File: config.mk
export PLATFORM = sky130hd
export DESIGN_NAME = gbuf_b_reader
export DESIGN_NICKNAME = d
export VERILOG_FILES = /design/src/rtl/gbuf_b_reader.sv
export SDC_FILE = /design/constraint.sdc
export NUM_CORES = 1
export LEC_CHECK = 0
export BUFFER_PORTS_ARGS = -buffer_cell sky130_fd_sc_hd__buf_2
export CAP_MARGIN = 20
export CORE_UTILIZATION = 45
export CTS_BUF_LIST = sky130_fd_sc_hd__clkbuf_16
export CTS_CLUSTER_SIZE = 40
export DETAILED_ROUTE_END_ITERATION = 8
export GPL_ROUTABILITY_DRIVEN = 0
export PLACE_DENSITY = 0.78
export SLEW_MARGIN = 10
export SYNTH_ARGS = -nofsm -noshare
export SYNTH_HDL_FRONTEND = slang
export SYNTH_SLANG_ARGS = --single-unit
File: constraint.sdc
create_clock -name clk -period 2.8 [get_ports clk]
set_input_delay 0.14 -clock clk [delete_from_list [all_inputs] [get_ports clk]]
set_output_delay 0.14 -clock clk [all_outputs]
set_load 0.01 [all_outputs]
File: src/rtl/gbuf_b_reader.sv
// Read-side burst sequencer for the B-operand global buffer: streams len words from one bank
// and presents them as int8 lanes to the array columns. Define GBUF_B_SKEW_EN for diagonal lane skew.
module gbuf_b_reader #(
    parameter int ADDR_BITS = 16,
    parameter int DATA_BITS = 32
) (
    input  logic                   clk,
    input  logic                   rst_n,
    input  logic                   start,
    input  logic [ADDR_BITS-1:0]   base_addr,
    input  logic [ADDR_BITS-1:0]   len,
    input  logic [2:0]             bank_sel,
    input  logic                   stall,
    input  logic [DATA_BITS-1:0]   rd_data,
    output logic [ADDR_BITS-1:0]   index_out,
    output logic [2:0]             buf_idx_out,
    output logic                   rd_out,
    output logic [DATA_BITS-1:0]   b_out,
    output logic [DATA_BITS/8-1:0] b_valid,
    output logic                   busy,
    output logic                   done
);

    localparam int LANES = DATA_BITS / 8;
`ifdef GBUF_B_SKEW_EN
    localparam int DRAIN_CYCLES = LANES;
`else
    localparam int DRAIN_CYCLES = 1;
`endif
    localparam int DRW = (DRAIN_CYCLES > 1) ? $clog2(DRAIN_CYCLES) : 1;

    typedef enum logic [1:0] {IDLE, READ, DRAIN, DONE} state_t;

    state_t                 state_q;
    logic [ADDR_BITS-1:0]   addr_q;
    logic [ADDR_BITS-1:0]   remain_q;
    logic [2:0]             bank_q;
    logic [DRW-1:0]         drain_q;
    logic                   zero_len_q;
    logic                   done_q;
    logic                   issued;
    logic                   advance;

    // The bank registers data_out on the negedge of the issuing cycle, so the word is
    // on rd_data by the following posedge; the issue strobe itself is the valid flag.
    assign issued  = (state_q == READ) && !stall;
    assign advance = !(stall && busy);

    assign rd_out      = issued;
    assign index_out   = addr_q;
    assign buf_idx_out = bank_q;
    assign busy        = (state_q == READ) || (state_q == DRAIN);
    assign done        = done_q;

    always_ff @(posedge clk or negedge rst_n) begin
        if (!rst_n) begin
            state_q    <= IDLE;
            addr_q     <= '0;
            remain_q   <= '0;
            bank_q     <= '0;
            drain_q    <= '0;
            zero_len_q <= 1'b0;
            done_q     <= 1'b0;
        end else begin
            done_q <= 1'b0;
            case (state_q)
                IDLE: begin
                    if (start) begin
                        addr_q   <= base_addr;
                        remain_q <= len;
                        bank_q   <= bank_sel;
                        if (len == '0) begin
                            state_q    <= DONE;
                            zero_len_q <= 1'b1;
                        end else begin
                            state_q <= READ;
                        end
                    end
                end
                READ: begin
                    if (!stall) begin
                        addr_q   <= addr_q + 1'b1;
                        remain_q <= remain_q - 1'b1;
                        if (remain_q == ADDR_BITS'(1)) begin
                            state_q <= DRAIN;
                            drain_q <= DRW'(DRAIN_CYCLES - 1);
                        end
                    end
                end
                DRAIN: begin
                    if (!stall) begin
                        if (drain_q == '0) begin
                            state_q <= DONE;
                            done_q  <= 1'b1;
                        end else begin
                            drain_q <= drain_q - 1'b1;
                        end
                    end
                end
                default: begin
                    // An empty burst spends one cycle here silently so done lands a cycle later.
                    state_q    <= IDLE;
                    done_q     <= zero_len_q;
                    zero_len_q <= 1'b0;
                end
            endcase
        end
    end

    for (genvar gi = 0; gi < LANES; gi++) begin : g_lane
`ifdef GBUF_B_SKEW_EN
        localparam int DEPTH = gi + 1;
`else
        localparam int DEPTH = 1;
`endif
        logic [7:0]         lane_byte;
        logic [8*DEPTH-1:0] dat_q;
        logic [DEPTH-1:0]   vld_q;

        assign lane_byte = issued ? rd_data[8*gi +: 8] : 8'h00;

        if (DEPTH == 1) begin : g_one
            always_ff @(posedge clk or negedge rst_n) begin
                if (!rst_n) begin
                    dat_q <= '0;
                    vld_q <= '0;
                end else if (advance) begin
                    dat_q <= lane_byte;
                    vld_q <= issued;
                end
            end
        end else begin : g_chain
            always_ff @(posedge clk or negedge rst_n) begin
                if (!rst_n) begin
                    dat_q <= '0;
                    vld_q <= '0;
                end else if (advance) begin
                    dat_q <= {dat_q[8*DEPTH-9:0], lane_byte};
                    vld_q <= {vld_q[DEPTH-2:0], issued};
                end
            end
        end

        assign b_out[8*gi +: 8] = dat_q[8*DEPTH-1 -: 8];
        assign b_valid[gi]      = vld_q[DEPTH-1];
    end

endmodule

==> metrics.md, run 1 <==
| Metric | Value |
|---|---|
| Status | completed |
| Initial antenna violation count | 0 |
| Critical path launch point | state_q[0] |
| Synth Flop Type | dfrtp_1 |
| RSZ-0062 raised after global routing | no |
| Nets | between 500 and 600 |
| Synth Register Bits | approximately 70 |
| Synth Area in Compound Gates | 0.249 |
| CTS HTree Levels | 3 |
| Buf+Inv Stages, Crit Path | 2 |
| Worst-path clk slew | roughly 60 ps |
| PwrDens | roughly 1200 nW/um^2 |
| Post-CTS Repair Setup Buffers | 0 |
| Vias per Instance | between 5 and 6 |
| Worst Skew | about 9.6 ps |
| Die Y-Extent | 93.0 um |
| Setup CP Type | reg -> reg |
| Yosys warnings | 0 |
| Worst R2R Path Depth | 7 |
| Cell taking the most area after synthesis | dfrtp_1 |
| Slew headroom | 0.601 |
| Overflow after GRT | 0 |
| FF-to-FF Start | state_q[0] |
| Drt initial violations | around 300 |
| Syn_area_per_cell | approximately 10 sq um |
| Share of the synthesized area in the top cell type | 0.484 |
| Max Buffers Root-to-Sink | 2 |
| Final Max Tran Viols | 0 |
| Vias after detailed routing | between 3000 and 4000 |
| Fillers | roughly 670 |
| Worst Max-Slew Pin Slew | 595 ps |
| GR Util All Layers | 0.236 |
| Post-DP HPWL | between 6000 and 7000 um |
| Mapped Nets | around 450 |
| Routed wire length | slightly below 10000 um |
| Largest family of logic cells by synthesized area | compound AO/OA/AOI/OAI gates |
| Number of synthesized flops with an enable pin | 0 |
| CP Cell Sequence | inv_1 -> ha_1 -> nand2b_1 -> o21ai_1 -> buf_4 -> nor3_1 -> a311o_1 |
| Critical Path RT | about 3000 ps |
| Hold_sp | rd_data[25] |
| Die area | just under 9000 sq um |
| Async S/R FF share, synth | 1.00 |
| Fin crit period | between 2000 and 2500 ps |
| PostCTS Resize Cnt | 0 |
| Vias in the first global route | around 3200 |
| CP max stage cell | o21ai_1 |
| Synth Area in Simple Gates | 0.155 |
| Synth area leaders | dfrtp_1, a22o_1, a21oi_1, o22ai_1, mux2i_1 |
| DRT Pass-1 Iters | 7 |
| Critical Path End Type | flip-flop |
| Post-Route Setup TNS | 0 ps |
| Final core occ | 0.610 |
| Fin cells | 600 |
| HP Class | in -> reg |
| Core box area | 7850 sq um |
| Synthesized area | about 3700 sq um |
| Final ANT Viol Nets | 0 |
| Initial Util | 0.475 |
| Worst hold margin | approximately 30 ps |
| Synth Area in XOR/XNOR | 0 |
| Placement Rows | 32 |
| I/O Buffers | approximately 130 |
| Most numerous cell in the Yosys netlist | dfrtp_1 |
| Tcrit/Tclk final | 0.876 |
| Die W | about 93 um |
| Total power | 0.00557 W |
| Critical Path AT | roughly 2700 ps |
| Hold path cells | 2 |
| R2R Setup Slk | around 350 ps |
| # setup viols final | 0 |
| Synth cell types | 51 |
| CP Max Fanout | 13 |
| Adder-cell share of the synthesized area | 0.0235 |
| IO Pins | about 130 |
| Largest net degree at the start of global routing | 73 |
| Final Hold Viols | 0 |
| Top delay family on crit path | compound AO/OA/AOI/OAI gates |
| Placed Cells | 581 |
| Leak | between 2 and 2.5 nW |
| WHS Endpoint | g_lane[3].dat_q[1] |
| RR Endpoint | remain_q[0] |
| Max cap viols | 0 |
| Clk_lat worst skew | 330 ps |
| Slowest stage delay, CP | 450 ps |
| Synth Instances | between 300 and 400 |
| First-pass GRT wire length | ~16000 um |
| Num CTS Buffers | 9 |
| CTS tree | built |
| Mux cell area share after synthesis | 0.0390 |
| DR WL/cell | ~16 um |
| Synth-to-layout area growth | 28.6% |
| Layout cell share with drive strength beyond 1 | 0.330 |
| Crit path launch type | flip-flop |
| Root buffer selected by CTS | clkbuf_16 |
| Clock Sinks | 72 |
| Sequential share of the synthesized area | 0.484 |
| Fmax | approximately 410 MHz |
| DR DRC count | 0 |
| Commonest cells in the netlist | dfrtp_1, a22o_1, a21oi_1 |
| Worst IR Drop VDD | 514 uV |
## where the power goes
group | internal (W) | switching, W | leakage [nW]
combinational | 0.00106 | 0.00141 | 1.20
sequential | 0.00144 | 0.000433 | 0.903
clock | 0.000781 | 0.000449 | 0.153
total | 0.00328 | 0.00229 | 2.26
## metrics by stage
stage	instance area [sq um]	setup slack, ps
floorplan	3720	647
global placement	4440	518
detailed placement	4440	376
CTS	4770	357
global route	4790	169
finish	4790	346
## layout make-up
class	count	area, sq um	share of cell area
diodes	1	2.50	0.000522
clock buffers	9	225	0.0470
clock inverters	7	96.3	0.0201
inverters	11	41.3	0.00862
multi-input cells	258	1740	0.364
flip-flops and latches	72	1800	0.376
well taps	102	128	0.0266
repair buffers	140	753	0.157
## logic make-up (layout without fill, tap and decap cells)
kind of cell / after synthesis / in the layout
other: 0 / 1
buffers and inverters: 44 / 167
DFF: 72 / 72
adders and majority gates: 7 / 7
and+or+nand+nor: 103 / 103
muxes: 14 / 14
AOI/OAI and AO/OA: 134 / 134
## flip-flops by register name, indices dropped and copies added (netlist names)
| register | flops |
|---|---|
| index_out | 16 |
| state_q | 2 |
| remain_q | 16 |
| zero_len_q | 1 |
| done | 1 |
| g_lane.vld_q | 1 |
| g_lane.dat_q | 32 |
| buf_idx_out | 3 |
## metal layers
metal / vias to the layer above / GRT usage / share of wire
met4: 0 / 0.0872 / 0.022
li1: 1668 / - / -
met2: 191 / 0.365 / 0.46
met1: 1631 / 0.325 / 0.44
met3: 26 / 0.0537 / 0.082
met5: - / 0 / 0
## cells in the final DEF, fill, tap and decap left out, types with 2 or more instances in the layout
| cell | Yosys | final |
|---|---|---|
| o32ai_1 | 2 | 2 |
| and3_1 | 3 | 3 |
| buf_2 | 0 | 128 |
| o21ai_0 | 15 | 15 |
| o22ai_1 | 19 | 19 |
| nand2b_1 | 2 | 2 |
| nor4_1 | 7 | 7 |
| clkinvlp_4 | 0 | 2 |
| nor3_1 | 13 | 13 |
| a21oi_1 | 30 | 30 |
| dfrtp_1 | 72 | 72 |
| o2111ai_1 | 2 | 2 |
| a2bb2oi_1 | 4 | 4 |
| and2_1 | 3 | 3 |
| a211oi_1 | 3 | 3 |
| or3_1 | 3 | 3 |
| buf_4 | 4 | 9 |
| o21a_1 | 2 | 2 |
| mux2_2 | 4 | 4 |
| nand2_1 | 23 | 23 |
| or4_4 | 2 | 2 |
| o211ai_1 | 10 | 10 |
| nor4b_1 | 3 | 3 |
| or4_1 | 6 | 6 |
| nand3_1 | 7 | 7 |
| a31oi_1 | 3 | 3 |
| clkbuf_16 | 0 | 9 |
| nor2b_1 | 3 | 2 |
| ha_1 | 7 | 7 |
| mux2i_1 | 10 | 10 |
| a22o_1 | 33 | 33 |
| and4_1 | 4 | 4 |
| nand4_1 | 6 | 6 |
| nor2_1 | 12 | 12 |
| bufinv_16 | 0 | 2 |
| nand3b_1 | 2 | 2 |
| inv_1 | 11 | 12 |
## how the worst max path moves through the flow
| stage | depth (start not counted) | endpoint | slack [ps] |
|---|---|---|---|
| after floorplan | 5 | remain_q[12] | 650 |
| after global placement | 7 | remain_q[0] | 520 |
| after CTS | 7 | remain_q[0] | 360 |
| final | 7 | remain_q[0] | 350 |
| after detailed placement | 7 | remain_q[0] | 380 |
| after global routing | 7 | remain_q[0] | 170 |
## repair_timing
item,in CTS,in global routing
setup endpoints to repair,0,0
hold endpoints to repair,72,0
hold buffers,1,0
Power figures use the tool's default switching activity.
==> run 2, diff against run 1 <==
==> constraint.sdc (replaced) <==
create_clock -name clk -period 2.8 [get_ports clk]
set_input_delay 0 -clock clk [delete_from_list [all_inputs] [get_ports clk]]
set_output_delay 0 -clock clk [all_outputs]
set_load 0.01 [all_outputs]
==> run 2 against run 1 <==
- non-clock buffer count rose by 51
- global-route usage is 1.6 points higher
- via count rose by 6.9%
- sequential power barely moved
- highest routed layer unchanged
- first-iteration DRC count shrank 39%
- power fell by 0.17%
- combinational power rose by 4%
- register-to-register slack improved by 90 ps
- cell count increased by 8.2%
- utilization is 6.1 points higher
- sequential share of layout area fell by 3.4 points
- critical endpoint is now index_out[14]
- worst setup slack better by 89 ps
==> metrics.md, run 2 (same netlist as run 1, synthesis figures left out) <==
| Metric | Value |
|---|---|
| Nets | slightly above 600 |
| N_diodes | 0 |
| CP max stage cell | o21a_1 |
| Initial antenna violation count | 0 |
| PostCTS Resize Cnt | 0 |
| Register area | 1800 sq um |
| Critical Path RT | about 3000 ps |
| RSZ-0062 raised after global routing | no |
| DR DRC count | 0 |
| Overflow after GRT | 0 |
| Fillers | 608 |
| Crit path launch type | flip-flop |
| Critical Path End Type | flip-flop |
| Leak | 2.46 nW |
| Die area | a little under 9000 sq um |
| Total power | 0.00556 W |
| Core box area | a little under 8000 sq um |
| Root buffer selected by CTS | clkbuf_16 |
| # setup viols final | 0 |
| Slowest stage delay, CP | 540 ps |
| CP Cell Sequence | inv_1 -> ha_1 -> nand2b_1 -> o21a_1 -> buf_12 -> o22ai_1 -> nor3b_1 |
| Num CTS Buffers | 9 |
| Area after DPL | 4450 sq um |
| PwrDens | around 1100 nW/um^2 |
| Max Buffers Root-to-Sink | 2 |
| Worst Skew | 5.40 ps |
| CTS HTree Levels | 3 |
| Max FFs per register | 32 |
| Register with the most flip-flops | g_lane.dat_q |
| Worst-path clk slew | 60 ps |
| Synth-to-layout area growth | 41.5% |
| Setup CP Type | reg -> reg |
| Largest net degree at the start of global routing | 46 |
| Die W | 93.0 um |
| Vias after detailed routing | ~3800 |
| Worst Max-Slew Pin Slew | between 700 and 800 ps |
| Worst hold margin | around 5.2 ps |
| Critical Path AT | between 2000 and 3000 ps |
| Routed wire length | 10500 um |
| Layout cell share with drive strength beyond 1 | 0.302 |
| Worst IR Drop VDD | 531 uV |
| Design Area, Final | 5270 sq um |
| CTS tree | built |
| IO Pins | 129 |
| Drt initial violations | 180 |
| Max cap viols | 0 |
| Slew headroom | 0.529 |
| HP Class | in -> reg |
| First-pass GRT wire length | 17200 um |
| I/O Buffers | 128 |
| Placement Rows | 32 |
| Post-CTS Repair Setup Buffers | 0 |
| Area occupied by multi-input gates | roughly 1700 sq um |
| Final Hold Viols | 0 |
| Fin crit period | between 2000 and 2500 ps |
| Clk_lat worst skew | approximately 330 ps |
| Final Max Tran Viols | 0 |
| Post-Route Setup TNS | 0 ps |
| Vias per Instance | 5.79 |
| Final ANT Viol Nets | 0 |
| DRT Pass-1 Iters | 5 |
| Hold-fix buffers, CTS | 51 |
| DR WL/cell | ~16 um |
| Vias in the first global route | ~3600 |
| Tcrit/Tclk final | 0.845 |
| CP Max Fanout | 19 |
| Status | completed |
| Most frequent cells in the layout | buf_2, dfrtp_1, dlygate4sd3_1, a22o_1, a21oi_1 |
| Fmax | about 420 MHz |
| Die Y-Extent | just over 90 um |
| Clock Sinks | 72 |
| GR Util All Layers | 0.252 |
| Initial Util | 0.475 |
| Most common cell after layout, fill and taps aside | buf_2 |
| Post-DP HPWL | 6840 um |
run 2: changes by cell type in the layout (fill, tap and decap cells not counted):
cell	change
buf_4	+1
bufinv_16	-1
clkinv_2	+1
clkinvlp_4	-1
diode_2	-1
dlygate4sd3_1	+50
inv_1	-1
inv_6	+1
run 2: power by group:
group          switching (W)  internal (W)  total (W)  leakage [nW]
Clock               0.000440      0.000690    0.00113         0.142
Combinational        0.00142       0.00113    0.00255          1.41
Sequential          0.000436       0.00144    0.00188         0.903
run 2: critical path, delay by kind of cell (launching register included):
| kind | cells | cell delay (ps) |
|---|---|---|
| compound gates | 2 | 630 |
| fa+ha+maj | 1 | 330 |
| buf+inv | 2 | 310 |
| flops | 1 | 380 |
| simple gates | 2 | 620 |
run 2: final timing paths:
kind | slack (ps) | cells after the start | startpoint | to
worst max register to register | 440 | 7 | state_q[0] | index_out[14]
min in group asynchronous | 260 | 2 | rst_n | remain_q[8]
max in group asynchronous | 1710 | 3 | rst_n | g_lane[2].dat_q[5]
worst min-delay path | 5 | 3 | base_addr[0] | index_out[0]
worst min register to register | 500 | 1 | g_lane[2].dat_q[3] | g_lane[2].dat_q[3]
worst max-delay path | 440 | 7 | state_q[0] | index_out[14]
run 2: cell type report:
type                            count  share of cell area
Clock buffer                        9              0.0427
Clock inverter                      6              0.0131
Inverter                           11             0.00784
Multi-Input combinational cell    258               0.331
Sequential cell                    72               0.342
Tap cell                          102              0.0242
Timing Repair Buffer              191               0.239
run 2: per-layer routing:
| layer | routed length (um) | global-route usage |
|---|---|---|
| met1 | 4410 | 0.326 |
| met2 | 5150 | 0.418 |
| met3 | 782 | 0.0512 |
| met5 | 0 | 0 |
| met4 | 192 | 0.0897 |
run 2: per-stage QoR:
stage | utilization | cells | setup slack, ps
detailed placement | 0.567 | 582 | 476
floorplan | - | 374 | 647
finish | 0.671 | 649 | 435
global route | 0.671 | 649 | 223
global placement | 0.567 | 582 | 600
CTS | 0.669 | 648 | 456
==> run 3, diff against run 2 <==
Clock period 2.8 ns to 2.31 ns, I/O delays scaled along.
==> run 3 against run 2 <==
- clock-buffer cell count unchanged
- utilization up 1.1 points
- global-route usage rose by 2.0 points
- non-clock buffer count rose by 8
- cell area grew 1.6%
==> metrics.md, run 3 (same netlist as run 1, synthesis figures left out) <==
| Metric | Value |
|---|---|
| Status | completed |
| Hold path cells | 3 |
| Root buffer selected by CTS | clkbuf_16 |
| Post-CTS Repair Setup Buffers | 0 |
| Leak | 2.50 nW |
| Crit path launch type | flip-flop |
| Drt initial violations | 228 |
| Final Max Tran Viols | 0 |
| Die area | between 8000 and 9000 sq um |
| Worst Max-Slew Pin Slew | just over 900 ps |
| Critical Path End Type | flip-flop |
| DR DRC count | 0 |
| GR Util All Layers | 0.272 |
| Slew headroom | 0.396 |
| HP Class | in -> reg |
| N_diodes | 0 |
| Num CTS Buffers | 9 |
| Layout cell share with drive strength beyond 1 | 0.306 |
| Placement Rows | 32 |
| Max FFs per register | 32 |
| FF-to-FF Start | remain_q[4] |
| I/O Buffers | 128 |
| Core box area | a little under 8000 sq um |
| Max cap viols | 0 |
| Largest net degree at the start of global routing | between 70 and 80 |
| Synth-to-layout area growth | 43.7% |
| Worst IR Drop VDD | around 660 uV |
| Post-DP HPWL | approximately 7000 um |
| Vias per Instance | just under 6 |
| Max Buffers Root-to-Sink | 2 |
| Register with the most flip-flops | g_lane.dat_q |
| Final ANT Viol Nets | 0 |
| Vias in the first global route | roughly 3800 |
| PwrDens | 1300 nW/um^2 |
| Initial antenna violation count | 0 |
| Die W | about 93 um |
| First-pass GRT wire length | 18300 um |
| CTS tree | built |
| Initial Util | 0.475 |
| Clock Sinks | between 70 and 80 |
| Area after DPL | about 4500 sq um |
| Hold_sp | len[4] |
| Buf+Inv Stages, Crit Path | 0 |
| Worst-path clk slew | roughly 60 ps |
| Fin crit period | 2200 ps |
| # setup viols final | 0 |
| Critical path launch point | remain_q[4] |
| Critical Path AT | between 2000 and 2500 ps |
| Design Area, Final | 5350 sq um |
| WHS Endpoint | remain_q[4] |
| Critical Path RT | approximately 2600 ps |
| Tcrit/Tclk final | 0.953 |
| Fillers | 615 |
| R2R Setup Slk | between 100 and 150 ps |
| RSZ-0062 raised after global routing | no |
| Fmax | 454 MHz |
| IO Pins | about 130 |
| Worst Skew | 6.97 ps |
| Clk_lat worst skew | ~330 ps |
| Vias after detailed routing | 3809 |
| Die Y-Extent | a little over 90 um |
| Nets | approximately 630 |
| CTS HTree Levels | 3 |
| Top delay family on crit path | simple AND/OR/NAND/NOR gates |
| DR WL/cell | about 17 um |
| RR Endpoint | remain_q[14] |
| CP Max Fanout | 9 |
| Overflow after GRT | 0 |
| CP max stage cell | or4_4 |
| DRT Pass-1 Iters | 5 |
| CP dominant cell by count | or4_4 |
| Post-Route Setup TNS | 0 ps |
| Worst R2R Path Depth | 4 |
| Most common cell after layout, fill and taps aside | buf_2 |
| CP Cell Sequence | or4_4 -> or4_4 -> or4_1 -> nand3_1 |
| Setup CP Type | reg -> reg |
| Routed wire length | approximately 11000 um |
| Slowest stage delay, CP | 580 ps |
| Final Hold Viols | 0 |
| Most frequent cells in the layout | buf_2, dfrtp_1, dlygate4sd3_1, a22o_1, a21oi_1 |
run 3: cell types whose count changed in the layout (fill, tap and decap cells not counted), sizes merged:
cell | previous run | this run
bufinv | 1 | 2
clkinvlp | 1 | 2
dlygate4sd3 | 51 | 54
clkinv | 2 | 1
buf | 140 | 145
run 3: stage by stage:
| step | util | hold slack [ps] | total power, W | setup slack, ps | instances |
|---|---|---|---|---|---|
| 2_1_floorplan | - | -296 | 0.00425 | 157 | 374 |
| 3_3_place_gp | 0.570 | 223 | 0.00518 | 170 | 587 |
| 3_5_place_dp | 0.570 | 232 | 0.00531 | 139 | 587 |
| 4_1_cts | 0.680 | 13.0 | 0.00691 | 117 | 657 |
| 5_1_grt | 0.682 | 34.6 | 0.00743 | 6.81 | 658 |
| 6_report | 0.682 | 21.1 | 0.00697 | 108 | 658 |
run 3: worst max path at each step:
stage / endpoint / depth (start not counted)
after global placement: remain_q[12] / 4
after floorplan: remain_q[12] / 5
after detailed placement: remain_q[14] / 4
final: remain_q[14] / 4
after global routing: index_out[14] / 7
after CTS: remain_q[14] / 4
run 3: repair_timing:
action | 4_1_cts | 5_1_grt
gates resized for setup | 0 | 0
endpoints found under the hold margin | 125 | 0
hold buffers | 54 | 0
run 3: worst register-to-register path, cell delays in order, from the launching register on:
cell	delay, ps
dfrtp_1	410
or4_4	580
or4_4	550
or4_1	490
nand3_1	100
run 3: metal layers:
layer | GRT usage | share of wire
met5 | 0 | 0
met2 | 0.456 | 0.49
met3 | 0.0488 | 0.071
met4 | 0.0987 | 0.017
met1 | 0.352 | 0.42
run 3: report_power, final:
| group | internal, W | switching, W |
|---|---|---|
| logic | 0.00141 | 0.00178 |
| registers | 0.00175 | 0.000535 |
| clock network | 0.000947 | 0.000555 |
run 3: area by class of cell:
| class | count | area, sq um | share of cell area |
|---|---|---|---|
| inverters | 11 | 41.3 | 0.00772 |
| clock inverters | 7 | 96.3 | 0.0180 |
| multi-input cells | 258 | 1740 | 0.326 |
| well taps | 102 | 128 | 0.0238 |
| flip-flops and latches | 72 | 1800 | 0.337 |
| repair buffers | 199 | 1320 | 0.246 |
| clock buffers | 9 | 225 | 0.0421 |
